**src/rtl/sync_debounce.sv**
```systemverilog
// Multi-channel input conditioner: N-flop synchronizer, counter debouncer and
// registered rise/fall edge pulses for raw asynchronous pins.
module sync_debounce #(
    parameter int               WIDTH           = 4,
    parameter int               SYNC_STAGES     = 2,
    parameter int               DEBOUNCE_CYCLES = 8,
    parameter logic [WIDTH-1:0] RESET_VAL       = '0
) (
    input  logic             clk,
    input  logic             reset,
    input  logic [WIDTH-1:0] async_in,
    output logic [WIDTH-1:0] stable_out,
    output logic [WIDTH-1:0] rise_pulse,
    output logic [WIDTH-1:0] fall_pulse,
    output logic             changed
);

    localparam int CW = $clog2(DEBOUNCE_CYCLES + 1);
    localparam logic [CW-1:0] CNT_MAX = CW'(DEBOUNCE_CYCLES - 1);

    logic [WIDTH-1:0] sync_ff [SYNC_STAGES];
    logic [WIDTH-1:0] sync_val;
    logic [WIDTH-1:0] mismatch;
    logic [WIDTH-1:0] accept;
    logic [CW-1:0]    cnt [WIDTH];

    always_ff @(posedge clk or negedge reset) begin
        if (!reset) begin
            for (int s = 0; s < SYNC_STAGES; s++) sync_ff[s] <= '0;
        end else begin
            sync_ff[0] <= async_in;
            for (int s = 1; s < SYNC_STAGES; s++) sync_ff[s] <= sync_ff[s-1];
        end
    end

    assign sync_val = sync_ff[SYNC_STAGES-1];
    assign mismatch = sync_val ^ stable_out;

    // a channel flips once it has disagreed with its stable level for the full window
    always_comb begin
        accept = '0;
        for (int i = 0; i < WIDTH; i++) begin
            accept[i] = mismatch[i] && (cnt[i] == CNT_MAX);
        end
    end

    always_ff @(posedge clk or negedge reset) begin
        if (!reset) begin
            for (int i = 0; i < WIDTH; i++) cnt[i] <= '0;
            stable_out <= RESET_VAL;
            rise_pulse <= '0;
            fall_pulse <= '0;
            changed    <= 1'b0;
        end else begin
            for (int i = 0; i < WIDTH; i++) begin
                if (!mismatch[i] || accept[i]) cnt[i] <= '0;
                else                           cnt[i] <= cnt[i] + CW'(1);
            end
            stable_out <= stable_out ^ accept;
            rise_pulse <= accept & sync_val;
            fall_pulse <= accept & ~sync_val;
            changed    <= |accept;
        end
    end

endmodule

```
**config.mk**
```make
export PLATFORM = sky130hd
export DESIGN_NAME = sync_debounce
export DESIGN_NICKNAME = d
export VERILOG_FILES = /design/src/rtl/sync_debounce.sv
export SDC_FILE = /design/constraint.sdc
export NUM_CORES = 1
export LEC_CHECK = 0
export BUFFER_PORTS_ARGS = -buffer_cell sky130_fd_sc_hd__buf_2
export CAP_MARGIN = 20
export CORE_MARGIN = 1
export CORE_UTILIZATION = 50
export CTS_BUF_LIST = sky130_fd_sc_hd__clkbuf_16
export DETAILED_ROUTE_END_ITERATION = 8
export PLACE_DENSITY_LB_ADDON = 0.25
export SLEW_MARGIN = 20
export SYNTH_ARGS = -nofsm -noshare
export SYNTH_HDL_FRONTEND = slang
export SYNTH_SLANG_ARGS = --single-unit
```
**constraint.sdc**
```tcl
create_clock -name clk -period 1.1 [get_ports clk]
set_input_delay 0.165 -clock clk [delete_from_list [all_inputs] [get_ports clk]]
set_output_delay 0.165 -clock clk [all_outputs]
set_load 0.005 [all_outputs]
```
---- After elaboration in Yosys (flattened, before gate mapping) ----
Cells that the tools add are included.
word-level totals
  flip-flop bits (word level) ............. 37
  output and inout port bits .............. 13
  input port bits ......................... 6
  word-level logic and storage cells ...... 40
operators by class
  reduce and logical (&&, ||, !) cells .... 13
  bitwise logic cells ..................... 5
  equal/unequal tests ..................... 4
  add/subtract/negate cells ............... 4
  multiplexer cells ....................... 4
operator list
  cell                 count
  $add 4x1->4 const B  4
  $eq 4x3->1 const B   4
  $mux 4               4
  $and 4x4->4          2
  $xor 4x4->4          2
  $logic_and 1x1->1    4
  $logic_not 1->1      4
  $logic_or 1x1->1     4
  $not 4->4            1
  $reduce_or 4->1      1

---- Logic depth before layout (Yosys ltp) ----
Gate-level depths: netlist (run 1).
  word-level depth ........................ 4
  gate-level depth with buffers ........... 4
  depth with buffers taken out ............ 4

---- Worst setup path before layout (run 1) ----
No wires, ideal clock.
  kind .................................... flip-flop to flip-flop
  from .................................... reg cnt[8] (netlist bit)
  to ...................................... reg (tool-made name)
  period minus slack after synthesis ...... 1.169 ns
  library setup time ...................... 0.125 ns
  setup slack ............................. -0.069 ns
  path buffers ............................ 0
  arrival ................................. 1.044 ns
  data required time ...................... 0.975 ns
  cell stages (with the launch flop) ...... 4
  cells stage by stage .................... dfrtp_1 > ha_1 > nand3b_4 > mux2_2
RTL lines
  what                             RTL line  RTL
  start, declared                  25        logic [CW-1:0] cnt [WIDTH];
  start signal, assigned by index  57        else cnt[i] <= cnt[i] + CW'(1);

==> results of run 1 <==
==> routing by layer <==
| layer | GRT usage, % | up-vias | part of all wire, % |
|---|---|---|---|
| met5 | 0 | - | 0 |
| met4 | 6.43 | 0 | 0.49 |
| met3 | 6.51 | 2 | 3.2 |
| met2 | 32.0 | 18 | 53 |
| met1 | 24.2 | 457 | 43 |
| li1 | - | 456 | - |
==> layout make-up <==
class	instances	share of cell area [%]
clock inverters	3	1.89
well taps	31	1.77
repair buffers	52	18.8
flip-flops and latches	37	42.3
clock buffers	5	5.72
multi-input cells	61	29.3
inverters	1	0.172
==> power groups by stage <==
stage               Clock [mW]  Sequential [mW]  Combinational [mW]
CTS                       1.61             1.87                1.33
finish                    1.57             1.92                1.69
global route              1.66             1.95                1.84
floorplan                    0             1.89               0.591
global placement             0             1.85                1.02
detailed placement           0             1.88                1.08
==> logic make-up (layout without fill, tap and decap cells) <==
family,after synthesis,count (layout)
and+or+nand+nor,36,36
xor gates and xnor gates,15,15
muxes,4,4
AOI/OAI and AO/OA,2,2
buffers and inverters,1,61
adders and majority gates,4,4
DFF,37,37
==> timing repair <==
item                                    in CTS  in global routing
gates cloned                                 0                  0
gates resized for setup                      9                 20
setup buffers                                7                  7
pin swaps                                    3                  7
endpoints found under the setup margin      12                 23
endpoints found under the hold margin       41                  0
hold buffers                                 5                  0
==> through the flow <==
stage	setup TNS, ns	setup slack [ns]
5_1_grt	-0.626	-0.0731
3_3_place_gp	0	0.00531
4_1_cts	-0.0527	-0.0262
2_1_floorplan	-0.0229	-0.0229
3_5_place_dp	-0.181	-0.0531
6_report	-0.0814	-0.0419
==> placed cells by master (no fill, tap or decap), drive strengths merged, types with 4 or more instances in the layout <==
cell	Yosys	final
buf	0	47
clkbuf	0	5
dfrtp	37	37
dlygate4sd3	0	5
ha	4	4
mux2	4	4
nand3	4	4
nand3b	4	4
nor2	13	13
nor3b	8	8
xnor2	8	8
xor2	7	7
==> path summary, 6_finish.rpt <==
kind | start | to | slack (ns) | cells after the start
worst max-delay path | cnt[12] | register | -0.04 | 3
min in group asynchronous | reset | fall_pulse[1] | 0.38 | 3
worst min-delay path | sync_ff[7] | sync_val[3] | 0.35 | 0
worst max register to register | cnt[12] | register | -0.04 | 3
max in group asynchronous | reset | async pin | 0.54 | 3
worst min register to register | sync_ff[7] | sync_val[3] | 0.35 | 0
==> critical path: cells and delay by family, from the launching register on <==
| kind | cells | cell delay [ns] |
|---|---|---|
| DFF | 1 | 0.42 |
| muxes | 1 | 0.30 |
| adders and majority gates | 1 | 0.19 |
| and+or+nand+nor | 1 | 0.10 |
==> out/results.ini, run 1 <==
[die]
core_um2 = 2730
rows = 19
fp.dieW_um = 55.7
die_height_um = 55.7
die_area_um2 = 3110
start_util_pct = 52.8
pin_count = 19

[clock_network]
cts_buffers = 5
clock_tree.buffer_depth = 2
root_buffer = clkbuf_16
cts.sinks = 37
path_clk_slew_ns = 0.05
cts_tree = done
insertion_delay_ns = 0.28
htree_levels = 2

[setup_path]
worstPathArrival_ns = 1.30
crit_type = reg -> reg
required_ns = 1.26
path_max_fanout = 5
slowest_delay_ns = 0.42
path_cells = ha_4, nand3b_4, mux2_4
critPathSlowestCell = dfrtp_1
start_kind = register
end_kind = register

[synthesis]
yosys-top-cells-count = dfrtp_1 (37), nor2_1 (13), nor3b_1 (8), xnor2_1 (8), xor2_1 (7)
synth_xor_area_share_pct = 9.10
muxShareOfSynthArea_pct = 3.90
synth_most_common_cell = dfrtp_1
synth_warnings = 0
seq_area_frac_synth_pct = 64.1
synth_top_family_by_area = simple AND/OR/NAND/NOR gates
async_reset_ff_share_pct = 100
syn_inst = 99
synth_edf_count = 0
synth.distinct_cells = 16
synth_area_um2 = 1440
yosys.area.top_type = dfrtp_1
synth_compound_area_share_pct = 1.65
synthFlopType = dfrtp_1
synth_area_leaders = dfrtp_1 (64%), nand3b_4 (5.5%), xnor2_1 (4.9%)
ys_seq_elements = 37
syn-num-nets = 109
synth_top_area_share_pct = 64.1
synthAdderAreaFrac_pct = 3.47
syn_area_per_cell_um2 = 14.6
synth-simple-area-share_pct = 17.5

[sta]
fmax_mhz = 876
relSlewSlack_pct = 84.9
finClkSkew_ns = 0.00471
slew_violations = 0
layout_setup_ws_ns = -0.0419
period_share_pct = 104
tightest_slew_ns = 0.225
hold_viol_final = 0
setup-violations-final = 7
whs_ns = 0.345
timing.final.crit_period_ns = 1.14
rsz0062_at_grt = true

[pwr]
peakVddDrop_uv = 2000
p_clk_share_pct = 30.4
power_switching_mw = 1.46
total_power_mw = 5.18
leakagePower_nw = 1.18
p_int_mw = 3.72
comb_power_share_pct = 32.7
p_sw_share_pct = 28.3
p_per_area_nw_per_um2 = 2370
pwr-share-seq_pct = 37.0

[cells_and_area]
postLayoutCellArea_um2 = 2190
layoutNonFillerInstCount = 190
multi_input_area_um2 = 641
regArea_um2 = 926
utilization_pct = 80.0
nets = 168
fillers = 159
drive_gt1_share_pct = 51.6
area_growth_pct = 51.5
antenna_cells = 0

[placement]
finalWeightedCongestion = 0.787
dp_cells = 163
numPortBuffers = 18
dpl_cell_area_um2 = 1720
dpl.hpwl_mm = 1.62

[global_route]
track_usage_pct = 19.4
grt_pass1_vias = 983
overflow = 0
grt_antenna_before_repair = 0
grt_pass1_wl_mm = 4.49
grt_max_degree = 38

[status]
violations = setup timing
status = complete, but fails checks

[detailed_routing]
avgRoutedWirePerCell_um = 14.9
drtIter0Drc = 27
drtPass1Iterations = 4
wirelength_mm = 2.84
ant_nets = 0
drc_errors = 0
avgViaCountPerCell = 4.91
via_count = 933

[flow_run]
drv_cap = 0

[min_path]
hold_class = reg -> reg

No activity file was read; power rests on OpenSTA's default activity.
==> run 2, diff against run 1 <==
--- a/config.mk
+++ b/config.mk
@@ -11,7 +11,7 @@
 export CORE_UTILIZATION = 50
 export CTS_BUF_LIST = sky130_fd_sc_hd__clkbuf_16
 export DETAILED_ROUTE_END_ITERATION = 8
-export PLACE_DENSITY_LB_ADDON = 0.25
+export PLACE_DENSITY = 0.74
 export SLEW_MARGIN = 20
 export SYNTH_ARGS = -nofsm -noshare
 export SYNTH_HDL_FRONTEND = slang
==> run 2 against run 1 <==
The flow still finishes with violations (setup timing); sequential power hardly changed; highest routed layer unchanged; cell area is 6.8% lower; largest cell class unchanged; worst hold slack worse by 0.00091 ns; maximum frequency is 0.75% higher; non-clock buffer count is 9 lower.
==> out/results.ini, run 2 (synthesis gave the netlist of run 1 again) <==
[setup_path]
crit_type = reg -> out
critPathSlowestCell = dfrtp_2
path_max_fanout = 3
path_cells = buf_6, buf_6
slowest_delay_ns = 0.44
r2r_start = cnt[13]
cp_common_cell = buf_6
end_kind = output pin
required_ns = 0.94
start_kind = register
worstPathArrival_ns = 0.97

[flow_run]
drv_cap = 0

[clock_network]
root_buffer = clkbuf_16
cts_tree = done
insertion_delay_ns = 0.28
htree_levels = 2
cts_buffers = 5
cts.sinks = 37
clock_tree.buffer_depth = 2
path_clk_slew_ns = 0.05

[detailed_routing]
drtPass1Iterations = 6
ant_nets = 0
drtIter0Drc = 19
avgRoutedWirePerCell_um = 14.9
wirelength_mm = 2.68
via_count = 921
drc_errors = 0
avgViaCountPerCell = 5.12

[die]
die_height_um = 55.7
die_area_um2 = 3110
rows = 19
start_util_pct = 52.8
core_um2 = 2730
pin_count = 19
fp.dieW_um = 55.7

[sta]
fmax_mhz = 882
timing.final.crit_period_ns = 1.13
finClkSkew_ns = 0.00549
hold_viol_final = 0
rsz0062_at_grt = true
whs_ns = 0.344
setup-violations-final = 4
period_share_pct = 103
slew_violations = 0
tightest_slew_ns = 0.268
layout_setup_ws_ns = -0.0334
relSlewSlack_pct = 82.0

[global_route]
grt_pass1_wl_mm = 4.29
track_usage_pct = 18.6
grt_pass1_vias = 984
grt_antenna_before_repair = 0
grt_max_degree = 38
overflow = 0

[cells_and_area]
final_cell_mix = dfrtp_1 (36), buf_2 (16), buf_4 (15)
layout_commonest_cell = dfrtp_1
fillers = 167
antenna_cells = 0
drive_gt1_share_pct = 45.6
layoutNonFillerInstCount = 180
postLayoutCellArea_um2 = 2040
nets = 159
utilization_pct = 74.6
area_growth_pct = 41.2

[pwr]
total_power_mw = 4.62
peakVddDrop_uv = 1740
p_per_area_nw_per_um2 = 2270
leakagePower_nw = 1.12

[placement]
dpl_cell_area_um2 = 1710
finalWeightedCongestion = 0.788
dpl.hpwl_mm = 1.61
dp_cells = 162
numPortBuffers = 18

[status]
violations = setup timing
status = complete, but fails checks

[min_path]
hold_class = reg -> reg
holdCritStartpoint = sync_ff[5]

## run 2: cell types whose count changed in the layout (fill, tap and decap cells not counted), moves of 2 or more
cell | previous run | this run
nor2_4 | 2 | 0
buf_4 | 22 | 15
nor3b_2 | 6 | 4
nor2_1 | 8 | 11
nor3b_1 | 2 | 4
buf_6 | 9 | 6
## run 2: final timing paths
kind                                  to  slack [ns]  cells after the start
min in group asynchronous  rise_pulse[3]        0.39                      3
max in group asynchronous      async pin        0.51                      3
hold reg to reg              sync_val[1]        0.34                      0
setup / recovery           stable_out[1]       -0.03                      2
hold / removal               sync_val[1]        0.34                      0
setup reg to reg                register       -0.02                      3
## run 2: power breakdown
group / total [mW] / internal (mW) / leakage [nW] / switching, mW
Clock: 1.29 / 0.808 / 0.0685 / 0.483
Combinational: 1.40 / 0.867 / 0.570 / 0.536
Sequential: 1.93 / 1.62 / 0.485 / 0.308
## run 2: area by class of cell
type | count | area (µm²) | area share, %
Sequential cell | 37 | 927 | 45.5
Tap cell | 31 | 38.8 | 1.90
Clock buffer | 5 | 125 | 6.14
Inverter | 1 | 3.75 | 0.184
Clock inverter | 2 | 7.51 | 0.368
Timing Repair Buffer | 43 | 330 | 16.2
Multi-Input combinational cell | 61 | 606 | 29.7
## run 2: per-layer routing
metal,vias to the layer above,track usage [%],part of all wire [%]
met3,5,4.19,3.0
met4,0,11.8,1.9
met2,20,31.5,54
li1,428,-,-
met5,-,0,0
met1,468,21.2,41
## run 2: critical path, delay by kind of cell, from the launching register on
kind                   cells  cell delay [ns]
buffers and inverters      2             0.25
flip-flops                 1             0.44
## run 2: per-stage QoR
| step | worst slack, ns | TNS [ns] |
|---|---|---|
| after CTS | -0.0195 | -0.0395 |
| after detailed placement | -0.0182 | -0.0550 |
| final | -0.0334 | -0.0708 |
| after global placement | 0.0123 | 0 |
| after global routing | -0.0507 | -0.343 |
| after floorplan | -0.0229 | -0.0229 |
## run 2: what timing repair did
action / in CTS / in global routing
hold buffers: 5 / 0
gates resized for setup: 7 / 13
pin swaps: 2 / 9
endpoints found under the hold margin: 41 / 0
buffers inserted: 3 / 3
endpoints found under the setup margin: 7 / 18
